[config.mk]
export PLATFORM = sky130hd
export DESIGN_NAME = csr_trap_ctrl
export DESIGN_NICKNAME = d
export VERILOG_FILES = /design/src/rtl/csr_trap_ctrl.sv
export SDC_FILE = /design/constraint.sdc
export NUM_CORES = 1
export LEC_CHECK = 0
export CAP_MARGIN = 20
export CORE_AREA = 8 8 298 300
export CTS_BUF_LIST = sky130_fd_sc_hd__clkbuf_8 sky130_fd_sc_hd__clkbuf_16
export CTS_CLUSTER_DIAMETER = 40
export DETAILED_ROUTE_END_ITERATION = 12
export DIE_AREA = 0 0 306 308
export DONT_BUFFER_PORTS = 1
export PLACE_DENSITY = 0.42
export REMOVE_ABC_BUFFERS = 1
export SYNTH_ARGS = -nofsm -noshare
export SYNTH_HDL_FRONTEND = slang
export SYNTH_SLANG_ARGS = --single-unit
[constraint.sdc]
create_clock -name clk_i -period 4.64 [get_ports clk_i]
set_clock_uncertainty 0.05 [all_clocks]
set_input_delay 0.464 -clock clk_i [delete_from_list [all_inputs] [get_ports clk_i]]
set_output_delay 0.464 -clock clk_i [all_outputs]
set_load 0.03 [all_outputs]
[src/rtl/csr_trap_ctrl.sv]
// Machine-mode trap sequencer: arbitrates exceptions, MRET and interrupts, then
// drives CSR write strobes, a flush pulse and a fetch redirect handshake.
module csr_trap_ctrl #(
    parameter int XLEN            = 64,
    parameter int IRQ_SYNC_STAGES = 2,
    parameter int IRQ_EN          = 1
) (
    input  logic            clk_i,
    input  logic            rst_ni,
    input  logic            except_valid_i,
    output logic            except_ready_o,
    input  logic [XLEN-1:0] except_cause_i,
    input  logic [XLEN-1:0] except_pc_i,
    input  logic [XLEN-1:0] except_tval_i,
    input  logic            mret_valid_i,
    input  logic            int_boundary_i,
    input  logic [XLEN-1:0] int_pc_i,
    input  logic [XLEN-1:0] mip_i,
    input  logic [XLEN-1:0] mie_i,
    input  logic            mstatus_mie_i,
    input  logic            mstatus_mpie_i,
    input  logic [XLEN-1:0] mtvec_i,
    input  logic [XLEN-1:0] mepc_i,
    output logic            csr_mepc_we_o,
    output logic            csr_mcause_we_o,
    output logic            csr_mtval_we_o,
    output logic            csr_mstatus_we_o,
    output logic [XLEN-1:0] csr_mepc_o,
    output logic [XLEN-1:0] csr_mcause_o,
    output logic [XLEN-1:0] csr_mtval_o,
    output logic            mstatus_mie_o,
    output logic            mstatus_mpie_o,
    output logic [1:0]      mstatus_mpp_o,
    output logic            flush_o,
    output logic            redirect_valid_o,
    input  logic            redirect_ready_i,
    output logic [XLEN-1:0] redirect_pc_o,
    output logic            busy_o
);

    typedef enum logic [2:0] {
        IDLE,
        SAVE,
        STATUS,
        MRET_STATUS,
        FLUSH,
        REDIRECT
    } state_t;

    state_t state_reg, state_next;

    logic [XLEN-1:0] cause_reg, pc_reg, tval_reg, target_reg;
    logic [XLEN-1:0] cause_next, pc_next, tval_next, target_next;
    logic            capture, load_target;

    // Interrupt sources packed as {MEI, MTI, MSI}.
    logic [2:0] mip_raw, mie_sel, mip_sync, pend;
    logic       irq_allow;
    logic [3:0] irq_code;
    logic [XLEN-1:0] irq_cause;

    assign mip_raw   = {mip_i[11], mip_i[7], mip_i[3]};
    assign mie_sel   = {mie_i[11], mie_i[7], mie_i[3]};
    assign irq_allow = (IRQ_EN != 0) && mstatus_mie_i;

    generate
        if (IRQ_SYNC_STAGES == 0) begin : g_sync_bypass
            assign mip_sync = mip_raw;
        end else begin : g_sync
            logic [2:0] stage_reg [IRQ_SYNC_STAGES];
            always_ff @(posedge clk_i or negedge rst_ni) begin
                if (!rst_ni) begin
                    for (int i = 0; i < IRQ_SYNC_STAGES; i++) begin
                        stage_reg[i] <= '0;
                    end
                end else begin
                    stage_reg[0] <= mip_raw;
                    for (int i = 1; i < IRQ_SYNC_STAGES; i++) begin
                        stage_reg[i] <= stage_reg[i-1];
                    end
                end
            end
            assign mip_sync = stage_reg[IRQ_SYNC_STAGES-1];
        end
    endgenerate

    for (genvar gi = 0; gi < 3; gi++) begin : g_pend
        assign pend[gi] = mip_sync[gi] & mie_sel[gi] & irq_allow;
    end

    always_comb begin
        irq_code = 4'd7;
        if (pend[2]) begin
            irq_code = 4'd11;
        end else if (pend[0]) begin
            irq_code = 4'd3;
        end
        irq_cause            = '0;
        irq_cause[XLEN-1]    = 1'b1;
        irq_cause[3:0]       = irq_code;
    end

    // Vectored mode offsets only interrupts; modes 1x fall back to direct.
    logic [XLEN-1:0] mtvec_base, vec_off, trap_target;
    assign mtvec_base  = {mtvec_i[XLEN-1:2], 2'b00};
    assign vec_off     = {cause_reg[XLEN-3:0], 2'b00};
    assign trap_target = (mtvec_i[1:0] == 2'b01 && cause_reg[XLEN-1])
                         ? mtvec_base + vec_off : mtvec_base;

    always_comb begin
        state_next       = state_reg;
        except_ready_o   = 1'b0;
        capture          = 1'b0;
        cause_next       = cause_reg;
        pc_next          = pc_reg;
        tval_next        = tval_reg;
        load_target      = 1'b0;
        target_next      = target_reg;
        csr_mepc_we_o    = 1'b0;
        csr_mcause_we_o  = 1'b0;
        csr_mtval_we_o   = 1'b0;
        csr_mstatus_we_o = 1'b0;
        csr_mepc_o       = '0;
        csr_mcause_o     = '0;
        csr_mtval_o      = '0;
        mstatus_mie_o    = 1'b0;
        mstatus_mpie_o   = 1'b0;
        flush_o          = 1'b0;
        redirect_valid_o = 1'b0;
        redirect_pc_o    = '0;
        case (state_reg)
            IDLE: begin
                except_ready_o = except_valid_i | mret_valid_i;
                if (except_valid_i) begin
                    capture    = 1'b1;
                    cause_next = except_cause_i;
                    pc_next    = except_pc_i;
                    tval_next  = except_tval_i;
                    state_next = SAVE;
                end else if (mret_valid_i) begin
                    state_next = MRET_STATUS;
                end else if (int_boundary_i && (|pend)) begin
                    capture    = 1'b1;
                    cause_next = irq_cause;
                    pc_next    = int_pc_i;
                    tval_next  = '0;
                    state_next = SAVE;
                end
            end
            SAVE: begin
                csr_mepc_we_o   = 1'b1;
                csr_mcause_we_o = 1'b1;
                csr_mtval_we_o  = 1'b1;
                csr_mepc_o      = {pc_reg[XLEN-1:2], 2'b00};
                csr_mcause_o    = cause_reg;
                csr_mtval_o     = tval_reg;
                state_next      = STATUS;
            end
            STATUS: begin
                csr_mstatus_we_o = 1'b1;
                mstatus_mpie_o   = mstatus_mie_i;
                load_target      = 1'b1;
                target_next      = trap_target;
                state_next       = FLUSH;
            end
            MRET_STATUS: begin
                csr_mstatus_we_o = 1'b1;
                mstatus_mie_o    = mstatus_mpie_i;
                mstatus_mpie_o   = 1'b1;
                load_target      = 1'b1;
                target_next      = mepc_i;
                state_next       = FLUSH;
            end
            FLUSH: begin
                flush_o    = 1'b1;
                state_next = REDIRECT;
            end
            REDIRECT: begin
                redirect_valid_o = 1'b1;
                redirect_pc_o    = target_reg;
                if (redirect_ready_i) begin
                    state_next = IDLE;
                end
            end
            default: state_next = IDLE;
        endcase
    end

    always_ff @(posedge clk_i or negedge rst_ni) begin
        if (!rst_ni) begin
            state_reg  <= IDLE;
            cause_reg  <= '0;
            pc_reg     <= '0;
            tval_reg   <= '0;
            target_reg <= '0;
        end else begin
            state_reg <= state_next;
            if (capture) begin
                cause_reg <= cause_next;
                pc_reg    <= pc_next;
                tval_reg  <= tval_next;
            end
            if (load_target) begin
                target_reg <= target_next;
            end
        end
    end

    assign mstatus_mpp_o = 2'b11;
    assign busy_o        = (state_reg != IDLE);

    logic unused_bits;
    assign unused_bits = ^{mip_i, mie_i, pc_reg[1:0]};

endmodule

Word-level counts from Yosys, hierarchy flattened
Index checks and enable logic that the tools add are counted.
Widths: inputs -> output; s select.
- equal/unequal tests: 9
- order comparisons: 0
- multipliers: 0
- add/subtract/negate cells: 1
- multiplexer cells: 33
- reduce and logical (&&, ||, !) cells: 11
- bitwise logic cells: 7
- div/mod/pow operators: 0
- shift-type cells: 0
- operators with widths (cell ; number):
    $mux 64 ; 14
    $pmux 64 s2 ; 1
    $add 64x64->64 ; 1
    $mux 3 ; 5
    $pmux 3 s5 ; 1
    $mux 1 ; 10
    $and 1x1->1 ; 6
    $eq 3x2->1 const B ; 2
    $eq 3x3->1 const B ; 2
    $mux 4 ; 1
    $ne 2x2->1 const B ; 2
    $ne 4x4->1 const B ; 1
    $reduce_and 2->1 ; 2
    $reduce_and 4->1 ; 1
    $reduce_bool 2->1 ; 2
    $eq 3x1->1 const B ; 1
    $logic_not 3->1 ; 1
    $reduce_bool 3->1 ; 1
    $reduce_or 3->1 ; 1
    $eq 2x1->1 const B ; 1
    $logic_and 1x1->1 ; 2
    $pmux 1 s2 ; 1
    $reduce_or 2->1 ; 1
    $or 1x1->1 ; 1
- memories: 0
- register bits: 265
- bits in latches: 0
- logic and storage cells: 68
- output and inout bits: 268
- input port bits: 520
- memory bits (writable): 0
- memory bits (read-only): 0

Longest topological paths before layout
- depth in word-level cells: 9
- gate-level depth with buffers: 11
- depth with buffers taken out: 11

Worst setup path before layout
OpenSTA, ideal clock, no wires.
- path kind: input port to flip-flop
- start: input mtvec_i[2]
- end: register target_reg[58]
- data arrival time: 3.003 ns
- required time: 4.460 ns
- stages on the path: 11
- path slack: 1.457 ns
- cell sequence: ha_1 > fa_1 > a211oi_2 > o211ai_1 > a21oi_4 > o2111ai_2 > nor2b_4 > a221o_2 > o21a_1 > a2111oi_4 > nor3_2
- longest elaborated chain between the ends: 3
- ends and longest elaborated chain (element ; line ; source):
    from (decl) ; 22 ; input logic [XLEN-1:0] mtvec_i,
    $add 64x64->64 ; 108 ; ? mtvec_base + vec_off : mtvec_base;
    $mux 64 ; 108 ;
    $pmux 64 s2 ; 131 ; case (state_reg)
    to (signal assigned) ; 204 ; target_reg <= target_next;
    to (decl) ; 52 ; logic [XLEN-1:0] cause_reg, pc_reg, tval_reg, target_reg;
Every way passes these cells.
A chain may end at the register's enable or synchronous reset.

Final worst setup path
- start: register state_reg[0]
- end: output csr_mcause_o[44]
- longest elaborated chain between the ends: 2
- ends and longest elaborated chain (element ; line ; source):
    from (decl) ; 50 ; state_t state_reg, state_next;
    from (signal assigned) ; 197 ; state_reg <= state_next;
    $eq 3x1->1 ; 131 ;
    $mux 64 ; 131 ;
    to (decl) ; 29 ; output logic [XLEN-1:0] csr_mcause_o,
Every way passes these cells.

==> reports/qor.txt <==
final hold vios -> 263
EDFF count, synth -> 0
Yosys top cell by area -> dfrtp_1
DR vias/cell -> 4.85
switching power -> 0.00728 W
Yosys top cell area share -> 39.6%
number of hold buffers added after CTS -> 219
most frequent cells in the layout -> 262 x dfrtp_1, 223 x nand2_1, 219 x dlygate4sd3_1, 200 x and2_1, 179 x o21ai_0
worst-margin pin slew -> 1020 ps
CTS resizes -> 0
# Max-Cap Violations -> 0
grt ovf -> 0
XOR/XNOR share of the synthesized area -> 1.95%
I/O pin count -> 788
Slew HR -> 32.3%
Die W -> 306 um
worst min-delay path class -> primary input to asynchronous set/reset pin
failing checks -> negative hold slack
Max Slew Vio Count -> 0
synth unique cells -> 82
dpl cells -> 2,846
Reg clk slew, reported paths -> 50 ps
min Tclk post-route -> 3800 ps
worst reg2reg path endpoint -> target_reg[34]$_DFFE_PN0P_
syn avg cell area -> 8.82 um2
critical path arrival -> 3290 ps
Post-Route WL -> 75,700 um
area grow syn2layout -> 31.8%
largest family of logic cells by synthesized area -> compound AO/OA/AOI/OAI gates
DP Area -> 17,600 um2
Die Footprint -> 94,200 um2
worst path required time -> 4130 ps
status -> complete, but fails checks
DRT Pass-1 Iters -> 5
clock sink count -> 263
CTS tree -> done
vias in the first global route -> 16,100
switching part of the total -> 45.7%
compound-gate portion of the synthesized area -> 24.1%
total CTS buffers -> 57
Clk pwr share -> 26.8%
Chip Height -> 308 um
Logic pwr share -> 47.2%
unrepaired setup endpoints after global routing -> no
global-route wire length before repair -> 110,000 um
FFs w/ async S/R, synth -> 100%
simple-gate portion of the synthesized area -> 21.3%
drc violations -> 0
reg2reg path depth -> 11
ranking of synthesized cells by area -> dfrtp_1 40%, and2_1 7.5%, a22o_1 6.6%
Peak VDD IR -> 0.336 mV
crit end category -> primary output
Startpoint Class -> flip-flop
Final ANT Viol Nets -> 0
Crit-path slowest cell -> and2_1
CP peak stage delay -> 510 ps
CTS root buf -> clkbuf_16
clk_lat worst skew -> 600 ps
crit path cell chain -> buf_4 -> inv_2 -> nor3_2 -> buf_12 -> and2_1
Layout Nets -> 2,617
DR WL/cell -> 23.9 um
drt initial violations -> 1,102
H-tree Lvls -> 2
Mapped Area -> 16,600 um2
gpl congestion -> 0.823
P_int -> 0.00866 W
Reg2Reg Launch Point -> cause_reg[0]$_DFFE_PN0P_
num rows -> 107
layout cells sized above 1 -> 7.41%
final hold slack -> -473 ps
Post-Synth Adder-Cell Area -> 4.71%
Final Instance Area -> 21,900 um2
Max Fclk -> 0.263 GHz
Cell Pwr Density -> 727 nW/um2
fin cells -> 3,176
clock buffer depth -> 3
Tot Pwr -> 0.0159 W
Seq pwr share -> 26.1%
Leak -> 9.74 nW
synth warn -> 0
most common cell after layout, fill and taps aside -> dfrtp_1
CORE AREA -> 84,200 um2
register area share after synthesis -> 39.6%
Final HPWL DP -> 56,500 um
largest net degree at the start of global routing -> 264
CP Class -> flip-flop to primary output
Via Count -> 15,400
largest fanout on the critical path -> 170
Synth Register Bits -> 263
Synth Flop Type -> dfrtp_1
Setup Fix Bufs, Post-CTS -> 0
multiplexer share of the synthesized area -> 4.33%
Tot GR Track Use -> 15.1%
Initial Util -> 19.8%
Synth Instances -> 1,885
IO buf count -> 0
Final setup viols -> 0
antenna violations before repair -> 20
Worst R2R Setup Slack -> 850 ps
post-route clock period utilization -> 82.0%
## area by class of cell
class	instances	area, um2
fillers	8913	62300
multi-input cells	1455	9430
flip-flops and latches	263	6590
repair buffers	240	2410
clock buffers	67	1580
well taps	1090	1360
clock inverters	36	474
inverters	18	67.6
diodes	7	17.5
## how the worst max path moves through the flow
stage                             start                         end  cells after the start
2_1_floorplan  state_reg[0]$_DFFE_PN0P_             csr_mcause_o[0]                      3
3_3_place_gp                 mtvec_i[2]  target_reg[34]$_DFFE_PN0P_                     11
3_5_place_dp                 mtvec_i[2]  target_reg[34]$_DFFE_PN0P_                     11
4_1_cts        cause_reg[0]$_DFFE_PN0P_  target_reg[34]$_DFFE_PN0P_                     11
5_1_grt        cause_reg[0]$_DFFE_PN0P_  target_reg[34]$_DFFE_PN0P_                     11
6_report       state_reg[0]$_DFFE_PN0P_            csr_mcause_o[44]                      5
## metrics by stage
stage	util, %	TNS [ps]	worst slack, ps
final	26.0	0	835
after global routing	26.0	0	558
after CTS	26.0	0	719
after detailed placement	20.9	0	677
after global placement	20.9	0	684
after floorplan	-	-2400870	-7690
## synth_stat cells, types with 10 or more instances
master,instances
xor2_1,29
a21o_1,34
a22o_1,125
dfrtp_1,263
nor3_1,26
mux2i_1,72
inv_1,17
nor2_1,54
or3_1,16
ha_1,61
nand4_1,19
clkbuf_1,128
o21ai_0,179
and2_1,200
nand3_1,20
nand2_1,223
and3_1,85
o21bai_1,12
o211ai_1,23
a211oi_1,12
o21a_1,10
a21oi_1,133
buf_1,10
## power groups by stage
| stage | sequential [W] | clock, W | combinational [W] |
|---|---|---|---|
| 2_1_floorplan | 0.00386 | 0 | 0.00555 |
| 3_3_place_gp | 0.00414 | 0 | 0.00731 |
| 3_5_place_dp | 0.00416 | 0 | 0.00739 |
| 4_1_cts | 0.00416 | 0.00438 | 0.00757 |
| 5_1_grt | 0.00429 | 0.00450 | 0.00824 |
| 6_report | 0.00416 | 0.00427 | 0.00752 |
## routing by layer
| layer | share of wire, % | up-vias | track usage (%) |
|---|---|---|---|
| met5 | 0.10 | - | 0 |
| met4 | 2.5 | 10 | 4.06 |
| met3 | 7.7 | 101 | 4.58 |
| met2 | 48 | 579 | 25.4 |
| met1 | 42 | 7587 | 18.8 |
| li1 | - | 7124 | - |
## critical path, delay by kind of cell (launching register included)
family,cells,cell delay [ps]
buffers and inverters,3,1130
and+or+nand+nor,2,850
DFF,1,400
## kinds of logic after synthesis
group,count (synthesis)
and+or+nand+nor,679
AOI/OAI and AO/OA,601
DFF,263
buffers and inverters,169
muxes,72
adders and majority gates,62
xor gates and xnor gates,37
other,2
(Power assumes the default switching activity.)
